--- config.mk ---
export PLATFORM = sky130hd
export DESIGN_NAME = addsub_seq_ctrl
export DESIGN_NICKNAME = d
export VERILOG_FILES = /design/src/rtl/addsub_seq_ctrl.sv
export SDC_FILE = /design/constraint.sdc
export NUM_CORES = 1
export LEC_CHECK = 0
export BUFFER_PORTS_ARGS = -buffer_cell sky130_fd_sc_hd__clkbuf_2
export CORE_ASPECT_RATIO = 0.75
export CORE_MARGIN = 2
export CORE_UTILIZATION = 44
export DETAILED_ROUTE_END_ITERATION = 10
export GPL_TIMING_DRIVEN = 0
export PLACE_DENSITY = 0.67
export SLEW_MARGIN = 40
export SYNTH_ARGS = -nofsm -noshare
export SYNTH_HDL_FRONTEND = slang
export SYNTH_SLANG_ARGS = --single-unit
--- constraint.sdc ---
create_clock -name clk -period 5.4 [get_ports clk]
set_clock_uncertainty 0.05 [all_clocks]
set_input_delay 0 -clock clk [delete_from_list [all_inputs] [get_ports clk]]
set_output_delay 0 -clock clk [all_outputs]
set_load 0.005 [all_outputs]
--- src/rtl/addsub_seq_ctrl.sv ---
// Nibble-serial two's-complement adder/subtractor: one 4-bit slice reused
// LSB-first over NIBBLES cycles, with a one-cycle done pulse at the end.
module addsub_seq_ctrl #(
    parameter  int NIBBLES = 4,
    localparam int W       = 4 * NIBBLES
) (
    input  logic         clk,
    input  logic         rst,
    input  logic         start,
    input  logic         op,
    input  logic [W-1:0] a,
    input  logic [W-1:0] b,
    output logic         busy,
    output logic         done,
    output logic [W-1:0] result,
    output logic         carry_out,
    output logic         overflow
);
    localparam int            IW   = (NIBBLES > 1) ? $clog2(NIBBLES) : 1;
    localparam logic [IW-1:0] LAST = IW'(NIBBLES - 1);

    typedef enum logic [1:0] {IDLE, CALC, DONE} state_t;

    state_t        state, state_nx;
    logic [IW-1:0] idx;
    logic          cy;
    logic [W-1:0]  a_q, b_q;
    logic          op_q;
    logic [3:0]    nib_a, nib_b;
    logic [4:0]    sum;
    logic [3:0]    low;
    logic          accept, last;

    // Subtract is a + ~b + 1: the +1 comes from the carry register seeded with op.
    always_comb begin
        nib_a = a_q[4*idx +: 4];
        nib_b = b_q[4*idx +: 4] ^ {4{op_q}};
        sum   = {1'b0, nib_a} + {1'b0, nib_b} + {4'b0, cy};
        low   = {1'b0, nib_a[2:0]} + {1'b0, nib_b[2:0]} + {3'b0, cy};
    end

    assign last   = (idx == LAST);
    assign accept = start && (state == IDLE || state == DONE);

    always_ff @(posedge clk) begin
        if (rst) state <= IDLE;
        else     state <= state_nx;
    end

    always_comb begin
        state_nx = state;
        busy     = 1'b0;
        done     = 1'b0;
        case (state)
            IDLE: if (start) state_nx = CALC;
            CALC: begin
                busy = 1'b1;
                if (last) state_nx = DONE;
            end
            DONE: begin
                done     = 1'b1;
                state_nx = start ? CALC : IDLE;
            end
            default: state_nx = IDLE;
        endcase
    end

    always_ff @(posedge clk) begin
        if (rst) begin
            idx       <= '0;
            cy        <= 1'b0;
            a_q       <= '0;
            b_q       <= '0;
            op_q      <= 1'b0;
            result    <= '0;
            carry_out <= 1'b0;
            overflow  <= 1'b0;
        end else if (accept) begin
            a_q  <= a;
            b_q  <= b;
            op_q <= op;
            cy   <= op;
            idx  <= '0;
        end else if (state == CALC) begin
            result[4*idx +: 4] <= sum[3:0];
            cy                 <= sum[4];
            idx                <= last ? '0 : idx + 1'b1;
            if (last) begin
                carry_out <= sum[4];
                // carry into bit W-1 vs carry out of it
                overflow  <= low[3] ^ sum[4];
            end
        end
    end
endmodule

=== Word level (Yosys, flattened, before mapping) ===
Index checks and enable logic that the tools add are counted.

* Reduce and logical (&&, ||, !) cells: 8
* Bitwise logic cells: 3
* $add $sub $neg: 6
* Shift operators: 4
* Mux-type cells: 10
* Eq/ne operators: 5

{| class="wikitable"
|+ Operator list
! cell !! number
|-
| negator 4 -> 34 bit || 1
|-
| variable shift 4 x 34 -> 16 bit (first input constant) || 1
|-
| variable part select 4 x 34 -> 16 bit || 1
|-
| variable part select 16 x 5 -> 4 bit || 2
|-
| bitwise mux 16 bit || 1
|-
| 2-to-1 mux 2 bit || 3
|-
| case mux 2 bit (3 select lines) || 1
|-
| adder 4 x 4 -> 5 bit || 1
|-
| adder 5 x 1 -> 5 bit || 1
|-
| 2-to-1 mux 1 bit || 5
|-
| adder 3 x 3 -> 4 bit || 1
|-
| adder 4 x 1 -> 4 bit || 1
|-
| == test 2 bit (second input constant) || 2
|-
| != test 2 bit (second input constant) || 2
|-
| AND reduction 2 bit || 2
|-
| XOR 4 bit || 1
|-
| AND reduction 3 bit || 1
|-
| adder 2 x 1 -> 2 bit (second input constant) || 1
|-
| == test 2 x 1 -> 1 bit (second input constant) || 1
|-
| logical NOT 2 bit || 1
|-
| nonzero test 2 bit || 1
|-
| OR reduction 2 bit || 1
|-
| logical AND 1 bit || 1
|-
| logical OR 1 bit || 1
|-
| other kinds (2) || 2
|}

* Input port bits: 36
* Register bits: 56
* Output and inout port bits: 20

=== Longest topological paths before layout ===
Gate-level depths: netlist (run 1).

* Word-level depth: 6
* Mapped depth: 11

=== Least setup slack after synthesis (run 1) ===
No wires, ideal clock.

* Path type: flip-flop to flip-flop
* From: register idx[0]
* To: register overflow
* Slack: 2.709 ns
* Path buffers: 1
* Data required time: 5.259 ns
* Library setup time: 0.091 ns
* Stages on the path, launching flop included: 11
* Arrival time: 2.550 ns
* Cells stage by stage: dfxtp_1 > buf_4 > mux4_2 > xnor2_1 > fa_1 > fa_1 > nor2b_1 > o21ai_0 > nand2b_1 > xnor2_1 > a311oi_1

* Word-level cells in the longest chain between the ends: 5
* Elaborated cells on any way between the ends: 10
* Those cells by class: add/sub (4); eq/ne (1); shift (2); bitwise (2); reduce/logical (1)

{| class="wikitable"
|+ RTL lines
! item !! RTL line !! source
|-
| start: declaration || 25 || <nowiki>logic [IW-1:0] idx;</nowiki>
|-
| start signal: assignment || 87 || <nowiki>idx <= last ? '0 : idx + 1'b1;</nowiki>
|-
| variable part select 16 x 5 -> 4 bit || 37 || <nowiki>nib_b = b_q[4*idx +: 4] ^ {4{op_q}};</nowiki>
|-
| XOR 4 bit || 37 ||
|-
| adder 4 x 4 -> 5 bit or adder 3 x 3 -> 4 bit (tied branches) || 38, 39 ||
|-
| adder 5 x 1 -> 5 bit or adder 4 x 1 -> 4 bit (tied branches) || 38, 39 ||
|-
| XOR 1 bit || 91 || <nowiki>overflow <= low[3] ^ sum[4];</nowiki>
|-
| end signal: assignment || 91 ||
|-
| end: declaration || 17 || <nowiki>output logic overflow</nowiki>
|}

Several ways; a longest one is shown, not always the timed one.
A chain may end at the register's enable or synchronous reset.

=== Worst setup path after layout (run 1) ===
Ends and elaborated chain as after synthesis.

==> summary by stage, run 1 <==
Global routing
The via count of the first global-routing pass came to between 2000 and 2500. The initial antenna violation count came to 0. The largest net degree at the start of global routing is 16. The global-route wire length before repair is 10.37 mm. Across every metal layer, demand over resource in global routing totals 0.2029.

Global routing finished with a remaining overflow of 0.

Route
The number of DRC markers after the initial detailed-route iteration is 99. For this block, the via count after detailed routing is ~2300. The total wire length after detailed routing is 6.035 mm. The remaining antenna violation count after routing is 0.

The number of detailed-routing iterations run before antenna repair is 4. Dividing the detail-routed via count by the number of cells gives 4.945. In the final routed layout, each cell accounts on average for 13.23 microns. For this run, design rule violations remaining after detail routing come to 0.

Critical path
The data required time at the worst endpoint is 5.57 ns. STA classifies the critical path startpoint as a register. The endpoint class of the critical path is a register.

Data arrives at the worst endpoint at 3.10 ns. The worst setup path is of the reg -> reg kind. The largest fanout of any net on the critical path is 6.

Yosys
After synthesis the netlist holds a flip-flop and latch count of 56. The total nets after synthesis is roughly 340. Averaged over all synthesized cells, the footprint is 8.658 sq um. The cell count after synthesis is 288. In this run the cell area of the synthesized design comes to 0.002494 sq mm. The number of distinct library cell variants in the gate-level netlist after synthesis is 32. The number of synthesis warnings is 0. The sequential area share after synthesis is 0.4496.

Timing
The final number of hold-violating endpoints is 0. The worst-margin pin slew is 0.4925 ns. For the finished layout, the period the worst path requires is a little under 3 ns. The final number of setup-violating endpoints is 0. For the final routed database, the setup TNS stands at 0 ns. Static timing analysis puts the maximum clock frequency at 0.3415 GHz.

The relative max-transition margin is 0.6717. The final number of max-transition violations is 0. Setup repair after global routing left no endpoint under its margin. The ratio of final minimum period to clock period is 0.5423.

CTS
The deepest level of the CTS H-tree is 2. The CTS tree is built. Clock tree synthesis selected as its root buffer the cell sky130_fd_sc_hd__clkbuf_8. CTS saw 56 sinks. After clock tree synthesis, the clock-pin slew on the worst setup and hold paths is 0.09 ns. Buffers inserted during clock tree synthesis total 5.

For the worst-skew pair, the clock arrives at the later sink with an insertion delay of 0.30 ns. No sink is reached through more buffers than the 2 on the longest clock path. In this run the post-CTS setup repair buffer count came out at 0.

Layout
The final-layout fill cell count is 524. The multi-input combinational cell area is 0.001251 sq mm. After the last flow step, the layout net total stands at 429.

Leaving out fill and tap cells, the most frequent cell in the layout is sky130_fd_sc_hd__nand2_1. Of the cells placed in the final design, the portion with a size suffix greater than 1 is 0.2205. The top cell types in the final layout, fill and taps aside, are 73 x sky130_fd_sc_hd__nand2_1, 56 x sky130_fd_sc_hd__dfxtp_1, 54 x sky130_fd_sc_hd__clkbuf_2, 42 x sky130_fd_sc_hd__a21oi_1, 33 x sky130_fd_sc_hd__dlygate4sd3_1. Compared with the post-synthesis result, the final layout area differs by 31.81%. The combined flip-flop and latch cell area is ~0.0011 sq mm. 0 antenna diodes ended up in the layout.

Pwr
For this design the ratio of total power to cell area is 260.8 mW/mm^2. The worst vdd rail ir drop is about 0.14 mV. The leakage dissipation is 1.389 nW. Overall power consumption after layout is estimated at 0.8571 mW.

Worst hold path
The worst min-delay path category is in -> reg.

Placed design
The final HPWL from detailed placement is 4.207 mm. The number of buffers added on ports is 54. Routability-driven placement finished with a final weighted congestion of between 0.8 and 0.9.

Floorplan
The die outline area is about 0.0063 sq mm. The floorplan step defined a core boundary enclosing 0.005410 sq mm. The die is 90.93 microns wide. The y dimension of the die is 69.20 microns. For this configuration, the core starts out at a cell density of 0.4609. For this design the top-level I/O count stands at 56. In this run the core area contains 23 standard-cell rows.

Status
The run finished with clean final reports.

Run
The max capacitance violation total is 0.
## worst paths after layout
kind	startpoint	to	slack, ns	depth (start not counted)
max	idx[0]$_SDFFE_PP0P_	overflow$_SDFFE_PP0P_	2.47	10
min	rst	result[9]$_SDFFE_PP0P_	0.03	2
max reg2reg	idx[0]$_SDFFE_PP0P_	overflow$_SDFFE_PP0P_	2.47	10
min reg2reg	b_q[7]$_SDFFE_PP0P_	b_q[7]$_SDFFE_PP0P_	0.41	2
## logic make-up after synthesis
logic type               Yosys count  share of synthesized area
flip-flops                        56                     0.4496
multiplexers                       8                    0.07225
buffers and inverters             26                    0.04867
AO/OA/AOI/OAI                     58                     0.1340
AND/OR/NAND/NOR                  122                     0.2097
XOR/XNOR                           7                    0.02459
adder cells (fa/ha/maj)           11                    0.06122
## cell type report
| cell class | count | share of cell area |
|---|---|---|
| clock inverters | 1 | 0.009136 |
| multi-input cells | 206 | 0.3807 |
| repair buffers | 87 | 0.1827 |
| flip-flops and latches | 56 | 0.3411 |
| clock buffers | 5 | 0.02094 |
| plain buffers | 19 | 0.02893 |
| well taps | 75 | 0.02855 |
| inverters | 7 | 0.007994 |
## critical path: stages, from the launching register on
cell	delay, ns
sky130_fd_sc_hd__dfxtp_1	0.40
sky130_fd_sc_hd__buf_4	0.20
sky130_fd_sc_hd__mux4_2	0.52
sky130_fd_sc_hd__xnor2_1	0.16
sky130_fd_sc_hd__fa_1	0.41
sky130_fd_sc_hd__fa_1	0.42
sky130_fd_sc_hd__nor2b_1	0.13
sky130_fd_sc_hd__o21ai_0	0.08
sky130_fd_sc_hd__nand2b_1	0.15
sky130_fd_sc_hd__xnor2_1	0.09
sky130_fd_sc_hd__a311oi_1	0.24
## state kept, by name, indices dropped and copies added, names as in the netlist
| name | cells |
|---|---|
| a_q | 16 |
| b_q | 16 |
| result | 16 |
| idx | 2 |
| state | 2 |
| carry_out | 1 |
| overflow | 1 |
| op_q | 1 |
| cy | 1 |
## where the power goes
| group | leakage (nW) | switching (mW) | internal (mW) | total, mW |
|---|---|---|---|---|
| clock | 0.0501 | 0.127 | 0.133 | 0.261 |
| sequential | 0.457 | 0.0101 | 0.432 | 0.442 |
| combinational | 0.882 | 0.0817 | 0.0731 | 0.155 |
| total | 1.39 | 0.219 | 0.638 | 0.857 |
## repair_timing
item	4_1_cts	5_1_grt
resized for setup	0	0
hold endpoints to repair	34	0
hold buffers	33	0
## cells in the mapped netlist
cell	instances	area (sq um)
sky130_fd_sc_hd__a21oi_1	42	210.2
sky130_fd_sc_hd__a21oi_2	1	8.760
sky130_fd_sc_hd__a22oi_1	8	60.06
sky130_fd_sc_hd__a2bb2oi_1	4	35.03
sky130_fd_sc_hd__a311oi_1	1	8.760
sky130_fd_sc_hd__a31oi_1	1	6.260
sky130_fd_sc_hd__and2b_1	2	15.01
sky130_fd_sc_hd__and3_1	2	12.51
sky130_fd_sc_hd__buf_1	1	3.750
sky130_fd_sc_hd__buf_2	10	50.05
sky130_fd_sc_hd__buf_4	1	7.510
sky130_fd_sc_hd__buf_6	1	11.26
sky130_fd_sc_hd__clkbuf_1	6	22.52
sky130_fd_sc_hd__dfxtp_1	56	1121
sky130_fd_sc_hd__fa_1	2	40.04
sky130_fd_sc_hd__ha_1	9	112.6
sky130_fd_sc_hd__inv_1	7	26.28
sky130_fd_sc_hd__mux4_2	8	180.2
sky130_fd_sc_hd__nand2_1	73	274.0
sky130_fd_sc_hd__nand2b_1	4	25.02
sky130_fd_sc_hd__nand2b_4	1	13.76
sky130_fd_sc_hd__nand3_1	4	20.02
sky130_fd_sc_hd__nand4_1	1	6.260
sky130_fd_sc_hd__nor2_1	28	105.1
sky130_fd_sc_hd__nor2b_1	1	6.260
sky130_fd_sc_hd__nor3_1	3	15.01
sky130_fd_sc_hd__nor3b_2	1	12.51
sky130_fd_sc_hd__nor4_1	1	6.260
sky130_fd_sc_hd__o21ai_0	1	5.000
sky130_fd_sc_hd__or4_4	1	11.26
sky130_fd_sc_hd__xnor2_1	3	26.28
sky130_fd_sc_hd__xor2_1	4	35.03
## per-stage QoR
step / cell area (sq um) / hold WS [ns] / utilization / std cells / worst slack (ns)
2_1_floorplan: 2494 / 0.08596 / - / 288 / 2.709
3_3_place_gp: 2858 / 0.1728 / 0.5282 / 417 / 2.517
3_5_place_dp: 2858 / 0.1771 / 0.5282 / 417 / 2.519
4_1_cts: 3287 / 0.03548 / 0.6075 / 456 / 2.490
5_1_grt: 3287 / 0.05138 / 0.6075 / 456 / 2.244
6_report: 3287 / 0.02923 / 0.6075 / 456 / 2.472
## routing by layer
metal / part of all wire / wire, microns / track usage / up-vias
met5: 0 / 0 / 0 / -
li1: - / - / - / 1155
met3: 0.046 / 277 / 0.03913 / 6
met4: 0.0086 / 52 / 0.04040 / 0
met2: 0.46 / 2774 / 0.3292 / 57
met1: 0.49 / 2931 / 0.2842 / 1037
No activity file was read; power rests on OpenSTA's default activity.
==> inputs of run 2 (changes only) <==
--- a/config.mk
+++ b/config.mk
@@ -11,7 +11,7 @@
 export CORE_UTILIZATION = 44
 export DETAILED_ROUTE_END_ITERATION = 10
 export GPL_TIMING_DRIVEN = 0
-export PLACE_DENSITY = 0.67
+export PLACE_DENSITY = 0.7
 export SLEW_MARGIN = 40
 export SYNTH_ARGS = -nofsm -noshare
 export SYNTH_HDL_FRONTEND = slang
==> constraint.sdc (replaced) <==
create_clock -name clk -period 2.53 [get_ports clk]
set_clock_uncertainty 0.05 [all_clocks]
set_input_delay 0 -clock clk [delete_from_list [all_inputs] [get_ports clk]]
set_output_delay 0 -clock clk [all_outputs]
set_load 0.005 [all_outputs]
==> summary by stage, run 2 (synthesis results as in run 1) <==
Status
The flow ran to the end, but the final reports show violations. The checks that failed: negative setup slack.

Layout
For this run, the share of the core covered by cells in the final layout is 0.6351. The final layout net count is around 440. The antenna diode count is 0. Leaving out fill and tap cells, the most frequent cell in the layout is sky130_fd_sc_hd__nand2_1. Leaving out fill and tap cells, the most frequent cells in the layout are 73 x sky130_fd_sc_hd__nand2_1, 54 x sky130_fd_sc_hd__dfxtp_1, 54 x sky130_fd_sc_hd__clkbuf_2, 42 x sky130_fd_sc_hd__a21oi_1, 33 x sky130_fd_sc_hd__dlygate4sd3_1. The fraction of final layout cells sized beyond drive strength 1 is 0.2718. The final instance area is 0.003436 sq mm. The growth of design area from synthesis to finish is 37.78%. The largest registers in the layout are a_q x16, b_q x16, result x16.

Pwr
The portion of total power attributed to sequential cells is 0.513. The net switching share of the total power is 0.2767. Of the total power, the clock network draws 0.281. The power density over the cells is 535.6 mW/mm^2. The net switching power figure is ~0.51 mW. IR analysis of the VDD net gives a maximum drop of about 0.33 mV. Cell internal power was estimated by the tool at 1.331 mW. The portion of total power attributed to combinational logic is 0.206. The analysis attributes to cell leakage a power of 1.435 nW.

Timing
Once routing completed, OpenROAD measured the worst setup slack at -0.09319 ns. The worst-margin pin slew is 0.5082 ns. The final number of max-transition violations is 0. Measured against its own limit, the worst slew margin works out to 0.6612.

Setup repair after global routing could not meet its margin everywhere. The ratio of final minimum period to clock period is 1.037. The maximum clock frequency is 0.3812 GHz. The final number of hold-violating endpoints is 0. The routed design could run at a clock period as short as 2.623 ns. The tightest hold path in the finished design has a slack of approximately 0.028 ns. The post-route setup TNS is -0.2350 ns. Setup violations remaining at the end of the flow were counted as 6.

Critical path
The worst setup path is launched from a register. The data required time at the worst endpoint is about 2.7 ns. The endpoint class of the critical path is a register. The critical path is of the reg -> reg type. The largest fanout of any net on the critical path is 3. The critical path data arrival time is 2.80 ns.

Route
Detailed routing inserted a total of 2308 vias. The number of remaining DRC errors is 0. The count of nets left with antenna violations once routing finished came out at 0. The routed length per instance is 13.55 microns. The number of detailed-routing iterations run before antenna repair is 4.

The total wire length after detailed routing is 6.300 mm. After detailed routing, the number of vias per cell comes to 4.963. The number of DRC markers after the initial detailed-route iteration is 82.

CTS
The CTS tree is built. CTS built an H-tree with a depth of 2. The clock tree root driver cell is sky130_fd_sc_hd__clkbuf_8. After clock tree synthesis, the clock-pin slew on the worst setup and hold paths is 0.10 ns. The clock network latency to the later pin of the worst-skew pair is 0.32 ns. The number of clock buffers added by TritonCTS is 5. The largest buffer count on any clock path is 2. Counting every sink on the clock net gives 56.

Global routing
The total overflow left after global routing is 0. Entering global routing, the biggest net connects 18 pins. The global-route wire length before repair is 10.63 mm. For this run, the total global-route usage over all layers was measured as 0.2091.

The via count of the first global-routing pass is 2270. The initial antenna violation count came to 0.

Floorplan
The initial utilization of the core area, before any placement, comes to 0.4609. Row generation in the floorplan step produced 23 rows. The die is 69.20 microns tall. The die outline area is 0.006292 sq mm. The core region area is 0.005410 sq mm. Pin placement for this block handled between 50 and 60 I/O pins. The floorplan step set the die width to 90.93 microns.

Placed design
The final HPWL from detailed placement is about 4.3 mm. The placement-stage cell area is approximately 0.0029 sq mm. At the end of routability-driven placement, the weighted congestion stood at 0.7854. The number of buffers added on ports is 54.

Worst hold path
The worst hold path belongs to the class in -> reg.

Run
The tool flagged a number of max-cap violations equal to 0.
[run 2: per-stage QoR]
| step | worst slack [ns] | instances | power, mW |
|---|---|---|---|
| 4_1_cts | -0.06328 | 463 | 1.834 |
| 3_5_place_dp | -0.1910 | 417 | 1.255 |
| 3_3_place_gp | -0.1850 | 417 | 1.249 |
| 6_report | -0.09319 | 465 | 1.840 |
| 2_1_floorplan | -0.003903 | 288 | 1.157 |
| 5_1_grt | -0.1742 | 465 | 1.930 |
[run 2: power groups by stage]
stage | registers (mW) | clock network (mW) | logic [mW]
6_report | 0.943 | 0.517 | 0.380
5_1_grt | 0.949 | 0.563 | 0.418
4_1_cts | 0.943 | 0.530 | 0.361
3_5_place_dp | 0.964 | 0 | 0.291
3_3_place_gp | 0.962 | 0 | 0.287
2_1_floorplan | 0.957 | 0 | 0.200
[run 2: final timing paths]
| path | from | slack [ns] | cells past startpoint | to |
|---|---|---|---|---|
| worst max-delay path | idx[0]$_SDFFE_PP0P_ | -0.09 | 9 | overflow$_SDFFE_PP0P_ |
| worst min-delay path | rst | 0.03 | 2 | result[9]$_SDFFE_PP0P_ |
| worst max register to register | idx[0]$_SDFFE_PP0P_ | -0.09 | 9 | overflow$_SDFFE_PP0P_ |
| worst min register to register | b_q[7]$_SDFFE_PP0P_ | 0.41 | 2 | b_q[7]$_SDFFE_PP0P_ |
[run 2: cell type report]
type                    count  area, sq um
flip-flops and latches     56         1126
clock buffers               6        82.58
clock inverters             2        15.01
well taps                  75        93.84
plain buffers              18        93.84
inverters                   7        26.28
multi-input cells         206         1325
fillers                   483         1974
repair buffers             95        673.1
[run 2: layer usage]
layer | up-vias | routed length (microns) | track usage
met2 | 68 | 3004 | 0.3325
met1 | 1068 | 2945 | 0.2858
met5 | - | 0 | 0
met4 | 0 | 21 | 0.04714
li1 | 1170 | - | -
met3 | 2 | 327 | 0.05761
[run 2: critical path: stages (launching register included)]
cell and delay [ns]:
sky130_fd_sc_hd__dfxtp_4 0.39, sky130_fd_sc_hd__mux4_2 0.52, sky130_fd_sc_hd__xnor2_2 0.15, sky130_fd_sc_hd__fa_2 0.38
sky130_fd_sc_hd__fa_2 0.38, sky130_fd_sc_hd__nor2b_1 0.12, sky130_fd_sc_hd__o21ai_1 0.06, sky130_fd_sc_hd__nand2b_1 0.15
sky130_fd_sc_hd__xnor2_1 0.11, sky130_fd_sc_hd__a311oi_1 0.22
[run 2: timing repair]
item / CTS / global route
pin swaps: 5 / 6
setup buffers: 6 / 2
hold buffers: 33 / 0
setup endpoints to repair: 15 / 15
resized for setup: 12 / 4
endpoints found under the hold margin: 34 / 0
